<file path="config.mk">
export PLATFORM = sky130hd
export DESIGN_NAME = fb_write_arbiter
export DESIGN_NICKNAME = d
export VERILOG_FILES = /design/src/rtl/fb_write_arbiter.sv
export SDC_FILE = /design/constraint.sdc
export NUM_CORES = 1
export LEC_CHECK = 0
export CORE_ASPECT_RATIO = 0.75
export CORE_MARGIN = 2
export CORE_UTILIZATION = 32
export CTS_CLUSTER_SIZE = 25
export DETAILED_ROUTE_END_ITERATION = 8
export DONT_BUFFER_PORTS = 1
export PLACE_DENSITY = 0.47
export SLEW_MARGIN = 20
export SYNTH_ARGS = -nofsm -noshare
export SYNTH_HDL_FRONTEND = slang
export SYNTH_SLANG_ARGS = --single-unit
</file>
<file path="constraint.sdc">
create_clock -name clk -period 2.4 [get_ports clk]
set_input_delay 0.24 -clock clk [delete_from_list [all_inputs] [get_ports clk]]
set_output_delay 0.24 -clock clk [all_outputs]
set_load 0.005 [all_outputs]
</file>
<file path="src/rtl/fb_write_arbiter.sv">
// rtl/fb_write_arbiter.sv - two-requester framebuffer write arbiter with burst lock
//
// Purpose: arbitrates rasterizer (r_*) and CPU (c_*) pixel writes onto a single
// registered framebuffer write port. Round-robin on ties, optional burst lock
// with forced release after MAX_BURST locked transfers, sticky out-of-bounds flag.
//
// Ports:
//   clk, n_rst_async               clock, asynchronous active-low reset
//   r_valid/r_ready/r_addr/r_pixel/r_lock   rasterizer request channel
//   c_valid/c_ready/c_addr/c_pixel/c_lock   CPU request channel
//   fb_addr/fb_pixel/fb_write_en   registered framebuffer write port
//   owner                          requester of last accepted transfer (1 = CPU)
//   oob_error/clear_error          sticky out-of-bounds flag and its clear
module fb_write_arbiter #(
  parameter int A_WIDTH   = 16,
  parameter int D_WIDTH   = 3,
  parameter int FB_WORDS  = 34240,
  parameter int MAX_BURST = 64
) (
  input  logic               clk,
  input  logic               n_rst_async,
  input  logic               r_valid,
  output logic               r_ready,
  input  logic [A_WIDTH-1:0] r_addr,
  input  logic [D_WIDTH-1:0] r_pixel,
  input  logic               r_lock,
  input  logic               c_valid,
  output logic               c_ready,
  input  logic [A_WIDTH-1:0] c_addr,
  input  logic [D_WIDTH-1:0] c_pixel,
  input  logic               c_lock,
  output logic [A_WIDTH-1:0] fb_addr,
  output logic [D_WIDTH-1:0] fb_pixel,
  output logic               fb_write_en,
  output logic               owner,
  output logic               oob_error,
  input  logic               clear_error
);

  localparam int                 CNT_W      = $clog2(MAX_BURST + 1);
  localparam logic [CNT_W-1:0]   CNT_MAX    = CNT_W'(MAX_BURST);
  localparam logic [CNT_W-1:0]   CNT_ONE    = CNT_W'(1);
  localparam logic [A_WIDTH:0]   ADDR_LIMIT = (A_WIDTH + 1)'(FB_WORDS);

  typedef enum logic [1:0] {
    IDLE   = 2'd0,
    LOCK_R = 2'd1,
    LOCK_C = 2'd2
  } state_t;

  state_t             state_q, state_d;
  logic [CNT_W-1:0]   cnt_q, cnt_d;
  logic               last_grant_q, last_grant_d;
  logic               fb_write_en_q, fb_write_en_d;
  logic [A_WIDTH-1:0] fb_addr_q, fb_addr_d;
  logic [D_WIDTH-1:0] fb_pixel_q, fb_pixel_d;
  logic               owner_q, owner_d;
  logic               oob_error_q, oob_error_d;

  logic               grant_r, grant_c;
  logic               lock_held, lock_is_c, at_max, xfer, continuing;
  logic               sel_c, sel_lock, sel_oob;
  logic [A_WIDTH-1:0] sel_addr;
  logic [D_WIDTH-1:0] sel_pixel;

  always_comb begin
    state_d       = state_q;
    cnt_d         = cnt_q;
    last_grant_d  = last_grant_q;
    fb_write_en_d = 1'b0;
    fb_addr_d     = fb_addr_q;
    fb_pixel_d    = fb_pixel_q;
    owner_d       = owner_q;
    oob_error_d   = oob_error_q;
    grant_r       = 1'b0;
    grant_c       = 1'b0;

    // A lock only counts while its owner keeps valid high; otherwise the
    // cycle is arbitrated exactly as if we were idle.
    lock_held = ((state_q == LOCK_R) && r_valid) || ((state_q == LOCK_C) && c_valid);
    lock_is_c = (state_q == LOCK_C);
    at_max    = (cnt_q == CNT_MAX);

    if (lock_held) begin
      if (!lock_is_c) begin
        if (at_max && c_valid) grant_c = 1'b1;
        else                   grant_r = 1'b1;
      end else begin
        if (at_max && r_valid) grant_r = 1'b1;
        else                   grant_c = 1'b1;
      end
    end else if (r_valid && c_valid) begin
      // last_grant_q = 1 means the CPU went last, so the rasterizer wins.
      grant_r = last_grant_q;
      grant_c = ~last_grant_q;
    end else begin
      grant_r = r_valid;
      grant_c = c_valid;
    end

    xfer       = grant_r | grant_c;
    sel_c      = grant_c;
    sel_addr   = sel_c ? c_addr  : r_addr;
    sel_pixel  = sel_c ? c_pixel : r_pixel;
    sel_lock   = sel_c ? c_lock  : r_lock;
    sel_oob    = ({1'b0, sel_addr} >= ADDR_LIMIT);
    continuing = lock_held && (sel_c == lock_is_c);

    if (xfer) begin
      last_grant_d  = sel_c;
      owner_d       = sel_c;
      fb_addr_d     = sel_addr;
      fb_pixel_d    = sel_pixel;
      fb_write_en_d = ~sel_oob;
      if (continuing && sel_lock) begin
        cnt_d = at_max ? cnt_q : cnt_q + CNT_ONE;
      end else if (sel_lock) begin
        // Fresh lock, either from idle or from a forced hand-over.
        state_d = sel_c ? LOCK_C : LOCK_R;
        cnt_d   = CNT_ONE;
      end else begin
        state_d = IDLE;
        cnt_d   = '0;
      end
    end else if (!lock_held) begin
      state_d = IDLE;
      cnt_d   = '0;
    end

    // Set has priority over clear.
    if (xfer && sel_oob)  oob_error_d = 1'b1;
    else if (clear_error) oob_error_d = 1'b0;
  end

  always_ff @(posedge clk or negedge n_rst_async) begin
    if (!n_rst_async) begin
      state_q       <= IDLE;
      cnt_q         <= '0;
      last_grant_q  <= 1'b1;
      fb_write_en_q <= 1'b0;
      fb_addr_q     <= '0;
      fb_pixel_q    <= '0;
      owner_q       <= 1'b0;
      oob_error_q   <= 1'b0;
    end else begin
      state_q       <= state_d;
      cnt_q         <= cnt_d;
      last_grant_q  <= last_grant_d;
      fb_write_en_q <= fb_write_en_d;
      fb_addr_q     <= fb_addr_d;
      fb_pixel_q    <= fb_pixel_d;
      owner_q       <= owner_d;
      oob_error_q   <= oob_error_d;
    end
  end

  // Ready is combinational from valid and grant, forced low during reset.
  assign r_ready     = grant_r & n_rst_async;
  assign c_ready     = grant_c & n_rst_async;
  assign fb_write_en = fb_write_en_q;
  assign fb_addr     = fb_addr_q;
  assign fb_pixel    = fb_pixel_q;
  assign owner       = owner_q;
  assign oob_error   = oob_error_q;

endmodule

</file>
### After elaboration in Yosys (flattened, before gate mapping)

Index checks and enable logic that the tools add are counted.

| operators by class | value |
|---|---|
| bitwise gates (word level) | 5 |
| multiplexer cells | 26 |
| add/subtract/negate cells | 1 |
| reductions and logical operators | 12 |
| equal/unequal tests | 7 |
| magnitude comparators | 1 |

Operators by type and width:

| cell | number |
|---|---|
| 2-to-1 mux 7 bit | 4 |
| >= comparator 16 bit (second input constant) | 1 |
| 2-to-1 mux 16 bit | 1 |
| 2-to-1 mux 1 bit | 15 |
| 2-to-1 mux 2 bit | 5 |
| logical AND 1 bit | 8 |
| adder 7 x 1 -> 7 bit (second input constant) | 1 |
| equality test 7 bit (second input constant) | 1 |
| AND reduction 2 bit | 2 |
| 2-to-1 mux 3 bit | 1 |
| inequality test 3 bit (second input constant) | 1 |
| AND 1 bit | 2 |
| equality test 2 x 1 -> 1 bit (second input constant) | 1 |
| equality test 2 bit (second input constant) | 1 |
| inequality test 2 x 1 -> 1 bit (second input constant) | 1 |
| inequality test 2 bit (second input constant) | 1 |
| inverter 1 bit | 2 |
| nonzero test 2 bit | 1 |
| equality test 1 bit | 1 |
| logical OR 1 bit | 1 |
| OR 1 bit | 1 |

| storage, ports and cells | value |
|---|---|
| word-level logic and storage cells | 60 |
| register bits | 32 |
| bits of input ports | 45 |

### Depth between registers and ports, before layout

| logic depth | value |
|---|---|
| word-level depth | 10 |
| gate-level depth with buffers | 9 |
| gate-level depth less buffers | 7 |

### Worst setup path before layout

No wires, ideal clock.

| path | value |
|---|---|
| path type | register -> register |
| start point | register cnt_q[0] |
| end point | register fb_addr_q[10], in the netlist fb_addr[10] |
| slack | 509 ps |
| data required time | 2,269 ps |
| stages on the path, launching flop included | 10 |
| arrival | 1,760 ps |
| period minus slack after synthesis | 1,891 ps |
| library setup time | 131 ps |
| path through | dfrtp_1 > inv_1 > ha_1 > nor2b_1 > and4_1 > a311o_1 > buf_6 > buf_6 > mux2i_1 > o21ai_1 |

| on the way | value |
|---|---|
| cells in the longest elaborated chain, start to end | 6 |
| elaborated cells on any way between the ends | 13 |
| classes of those cells | eq/ne (1); mux (9); bitwise (1); reduce/logical (2) |

RTL lines:

| element | RTL line | RTL |
|---|---|---|
| from (decl) | 52 | `logic [CNT_W-1:0] cnt_q, cnt_d;` |
| from (signal assigned) | 147 | `cnt_q <= cnt_d;` |
| equality test 7 bit (*) | 82 | `at_max = (cnt_q == CNT_MAX);` |
| logical AND 1 bit, on equally long branches | 86, 89 |  |
| 2-to-1 mux 1 bit, on equally long branches | 86, 89 |  |
| 2-to-1 mux 1 bit | 85 | `if (!lock_is_c) begin` |
| 2-to-1 mux 1 bit | 84 | `if (lock_held) begin` |
| 2-to-1 mux 16 bit or OR 1 bit (tied branches) | 103, 101 |  |
| to (signal assigned) | 150 | `fb_addr_q <= fb_addr_d;` |
| to (decl) | 55 | `logic [A_WIDTH-1:0] fb_addr_q, fb_addr_d;` |

Every way passes the cells marked *; elsewhere a longest branch is shown, timed or not.
A chain may end at the register's enable or synchronous reset.

### Final worst setup path

| path | value |
|---|---|
| start point | register cnt_q[2] |
| end point | register fb_write_en_q, in the netlist fb_write_en |

| on the way | value |
|---|---|
| cells in the longest elaborated chain, start to end | 9 |
| elaborated cells on any way between the ends | 16 |
| classes of those cells | order compare (1); eq/ne (1); mux (10); bitwise (2); reduce/logical (2) |

RTL lines:

| element | RTL line | RTL |
|---|---|---|
| equality test 7 bit (*) | 82 |  |
| logical AND 1 bit, on equally long branches | 86, 89 |  |
| 2-to-1 mux 1 bit, on equally long branches | 86, 89 |  |
| 2-to-1 mux 1 bit | 85 |  |
| 2-to-1 mux 1 bit | 84 |  |
| 2-to-1 mux 16 bit | 103 | `sel_addr = sel_c ? c_addr : r_addr;` |
| >= comparator 16 bit | 106 | `sel_oob = ({1'b0, sel_addr} >= ADDR_LIMIT);` |
| inverter 1 bit | 114 | `fb_write_en_d = ~sel_oob;` |
| 2-to-1 mux 1 bit (*) | 109 | `if (xfer) begin` |
| net fb_write_en_d | 54 | `logic fb_write_en_q, fb_write_en_d;` |
| to (signal assigned) | 149 | `fb_write_en_q <= fb_write_en_d;` |
| to (decl) | 54 |  |

The timed path passes the listed nets; every way through them passes the cells marked *.

==> flow_summary.yaml <==
setup_path:
  crit_path_cell_trace: "nor4b_4 > nand2_1 > a311o_2 > buf_4 > nand3_1 > nor3b_1"
  critical_path.max_fanout: 24
  crit_type: "reg -> reg"
  required_ns: 2.59
  end_kind: "register"
  cp-start-kind: "register"
  arrival_ns: 2.35
  critPathSlowestCell: "a311o_2"
  slowest_delay_ns: 0.46
floorplanning:
  die_y_um: 66.9
  die_area_um2: 5870
  num_io_pins: 69
  initial_core_util_pct: 33.9
  core_area_um2: 4980
  rows: 22
  fp.dieW_um: 87.8
pwr:
  p_clk_share_pct: 40.6
  comb_power_share_pct: 12.9
  peakVddDrop_v: 0.000222
  cellPowerDensity_nw_per_um2: 728
  power.leakage_nw: 0.845
  pwr-share-seq_pct: 46.5
  swShare_pct: 24.7
  power_mw: 1.39
  switching_power_mw: 0.343
  intPower_mw: 1.05
sta:
  hold_viol: 0
  finalCriticalPeriod_ns: 2.16
  finClkSkew_ns: 0.00406
  slew_violations: 0
  setup_viol: 0
  rsz0062_at_grt: "false"
  tns_ns: 0
  tightest_slew_ns: 0.574
  final.period_utilization_pct: 90.1
  max-slew-margin-rel_pct: 61.7
  max_freq_mhz: 462
  fin_ws_ns: 0.238
routing:
  met3_length_um: 295
  top_layer: "met4"
  wirelength_um: 3680
  drc: 0
  wl_met1_um: 1660
  ant_nets: 0
  wl_per_cell_um: 14.9
  met2_wirelength_um: 1690
  first_pass_iters: 4
  vias_per_cell: 5.03
  num_vias: 1242
  drtIter0Drc: 58
clocking:
  clockBufferDepth: 2
  clk_latency_ns: 0.28
  cts_tree: "built"
  cts_buffers: 5
  cts_sinks: 32
  postCtsSetupRepairBufs: 0
  h-tree-depth: 2
  root_buffer: "clkbuf_8"
  clk_pin_slew_ns: 0.07
placed_design:
  post-dp-hpwl_um: 2730
  dpl-instance-area_um2: 1750
  dp_slack_ns: 0.188
  place.gp.congestion: 0.838
  io_buffer_count: 0
global_route:
  grt_util_all_layers_pct: 13.8
  grt_pass1_vias: 1282
  grt_start_max_net_pins: 33
  grt-ovfl-total: 0
  antenna_found_initial: 0
  grt_pass1_wl_um: 6070
yosys:
  async_flop_share_pct: 100
  syn_nets: 218
  yosys_warnings: 0
  syn_avg_cell_area_um2: 9.86
  synth-seq-cells: 32
  synthFlopType: "dfrtp_1"
  yosysSeqAreaShare_pct: 47.6
  syn_area_um2: 1690
  synth_edf_count: 0
  synth.distinct_cells: 35
  synth_cells: 171
layout:
  synthToLayoutAreaGrowth_pct: 13.1
  postLayoutCoreUtil_pct: 38.3
  drive_gt1_share_pct: 10.9
  antenna_cells: 0
  fin_nets: 221
  post-route-cell-area_um2: 1910
  nFillCells: 492
outcome:
  status: "completed"
min_path:
  hp-class: "in -> reg"
job:
  max_cap_viol_count: 0
## through the flow
step                      instances  hold slack [ns]
after floorplan                 171          -0.0556
after global placement          237          -0.0548
after detailed placement        237          -0.0547
after CTS                       247           0.0673
after global routing            247           0.0746
final                           247           0.0706
## path summary, 6_finish.rpt
path,startpoint,to,slack [ns],depth (start not counted)
min in group asynchronous,n_rst_async,fb_addr[11],0.42,2
hold / removal,r_lock,state_q[0],0.07,2
setup reg to reg,cnt_q[2],fb_write_en,0.24,6
hold reg to reg,fb_addr[0],fb_addr[0],0.51,2
max in group asynchronous,n_rst_async,last_grant_q,1.73,2
setup / recovery,cnt_q[2],fb_write_en,0.24,6
## synth_stat cells, types with 3 or more instances
library cell | instances | share of area (%)
a21oi_1 | 4 | 1.2
nor2b_1 | 3 | 1.1
nor2_1 | 10 | 2.2
nor3_1 | 3 | 0.89
nand2b_1 | 3 | 1.1
xor2_1 | 4 | 2.1
mux2i_1 | 20 | 12
o21ai_1 | 10 | 3.0
dfrtp_1 | 31 | 46
inv_1 | 7 | 1.6
nand3_1 | 6 | 1.8
nor4_1 | 3 | 1.1
o21ai_0 | 12 | 3.6
clkbuf_1 | 5 | 1.1
nand2_1 | 24 | 5.3
## timing repair
item                                   in CTS  in global routing
setup endpoints to repair                   0                 22
hold buffers                                2                  0
endpoints found under the hold margin      32                  0
resized for setup                           0                  2
## layout make-up
class	count	area, um^2	area share [%]
tap	72	90.1	4.72
inverter	7	26.3	1.38
multi-input combinational	124	818	42.9
timing repair buffer	4	45.0	2.36
sequential	32	802	42.0
clock buffer	7	96.3	5.05
clock inverter	1	30.0	1.57
## state kept, by name (all words and copies together), names as in the netlist
signal        count
state_q           2
last_grant_q      1
fb_write_en       1
owner             1
fb_pixel          3
cnt_q             7
oob_error         1
fb_addr          16
## routing by layer
metal	track usage, %	up-vias
met4	3.46	0
met1	18.2	587
met2	21.3	41
li1	-	609
met3	5.45	5
met5	0	-
## power groups by stage
stage	clock network (mW)	logic, mW	registers (mW)
after floorplan	0	0.147	0.642
after global placement	0	0.161	0.657
after detailed placement	0	0.165	0.656
after CTS	0.576	0.180	0.647
after global routing	0.606	0.205	0.653
final	0.564	0.178	0.646
## kinds of logic after synthesis
| group | count (synthesis) | synth area share, % |
|---|---|---|
| compound gates | 36 | 12.6 |
| fa+ha+maj | 2 | 1.48 |
| mux | 21 | 13.2 |
| xor+xnor | 5 | 2.60 |
| simple gates | 60 | 18.3 |
| buf+inv | 15 | 4.30 |
| flops | 32 | 47.6 |
## layout by cell type (no fill, tap or decap)
master / instances
a21oi_1: 4
nor2b_2: 1
mux2i_4: 1
dfstp_2: 1
mux2i_1: 20
o221ai_1: 1
nor2b_1: 2
a211oi_1: 1
clkbuf_8: 7
nor2_1: 9
nor3b_1: 1
xnor2_1: 1
bufinv_16: 1
nor4b_4: 1
a21bo_2: 2
and4_1: 2
xor2_1: 4
o21ai_1: 11
o22ai_1: 1
dlygate4sd3_1: 1
a41o_1: 1
buf_4: 2
o21ai_0: 11
a311o_2: 1
a31oi_1: 2
nand3_1: 6
buf_12: 1
nor4b_1: 2
nand2_1: 24
a22oi_1: 1
inv_1: 7
ha_1: 2
nand2b_1: 3
dfrtp_1: 31
and3_1: 1
nor4_1: 3
nor2_2: 1
and2_1: 1
nor3_1: 3
## critical path: cells and delay by family, from the launching register on
family	cells	cell delay, ns
flops	1	0.45
buf+inv	1	0.28
compound gates	1	0.46
simple gates	4	0.88
Power figures use the tool's default switching activity.
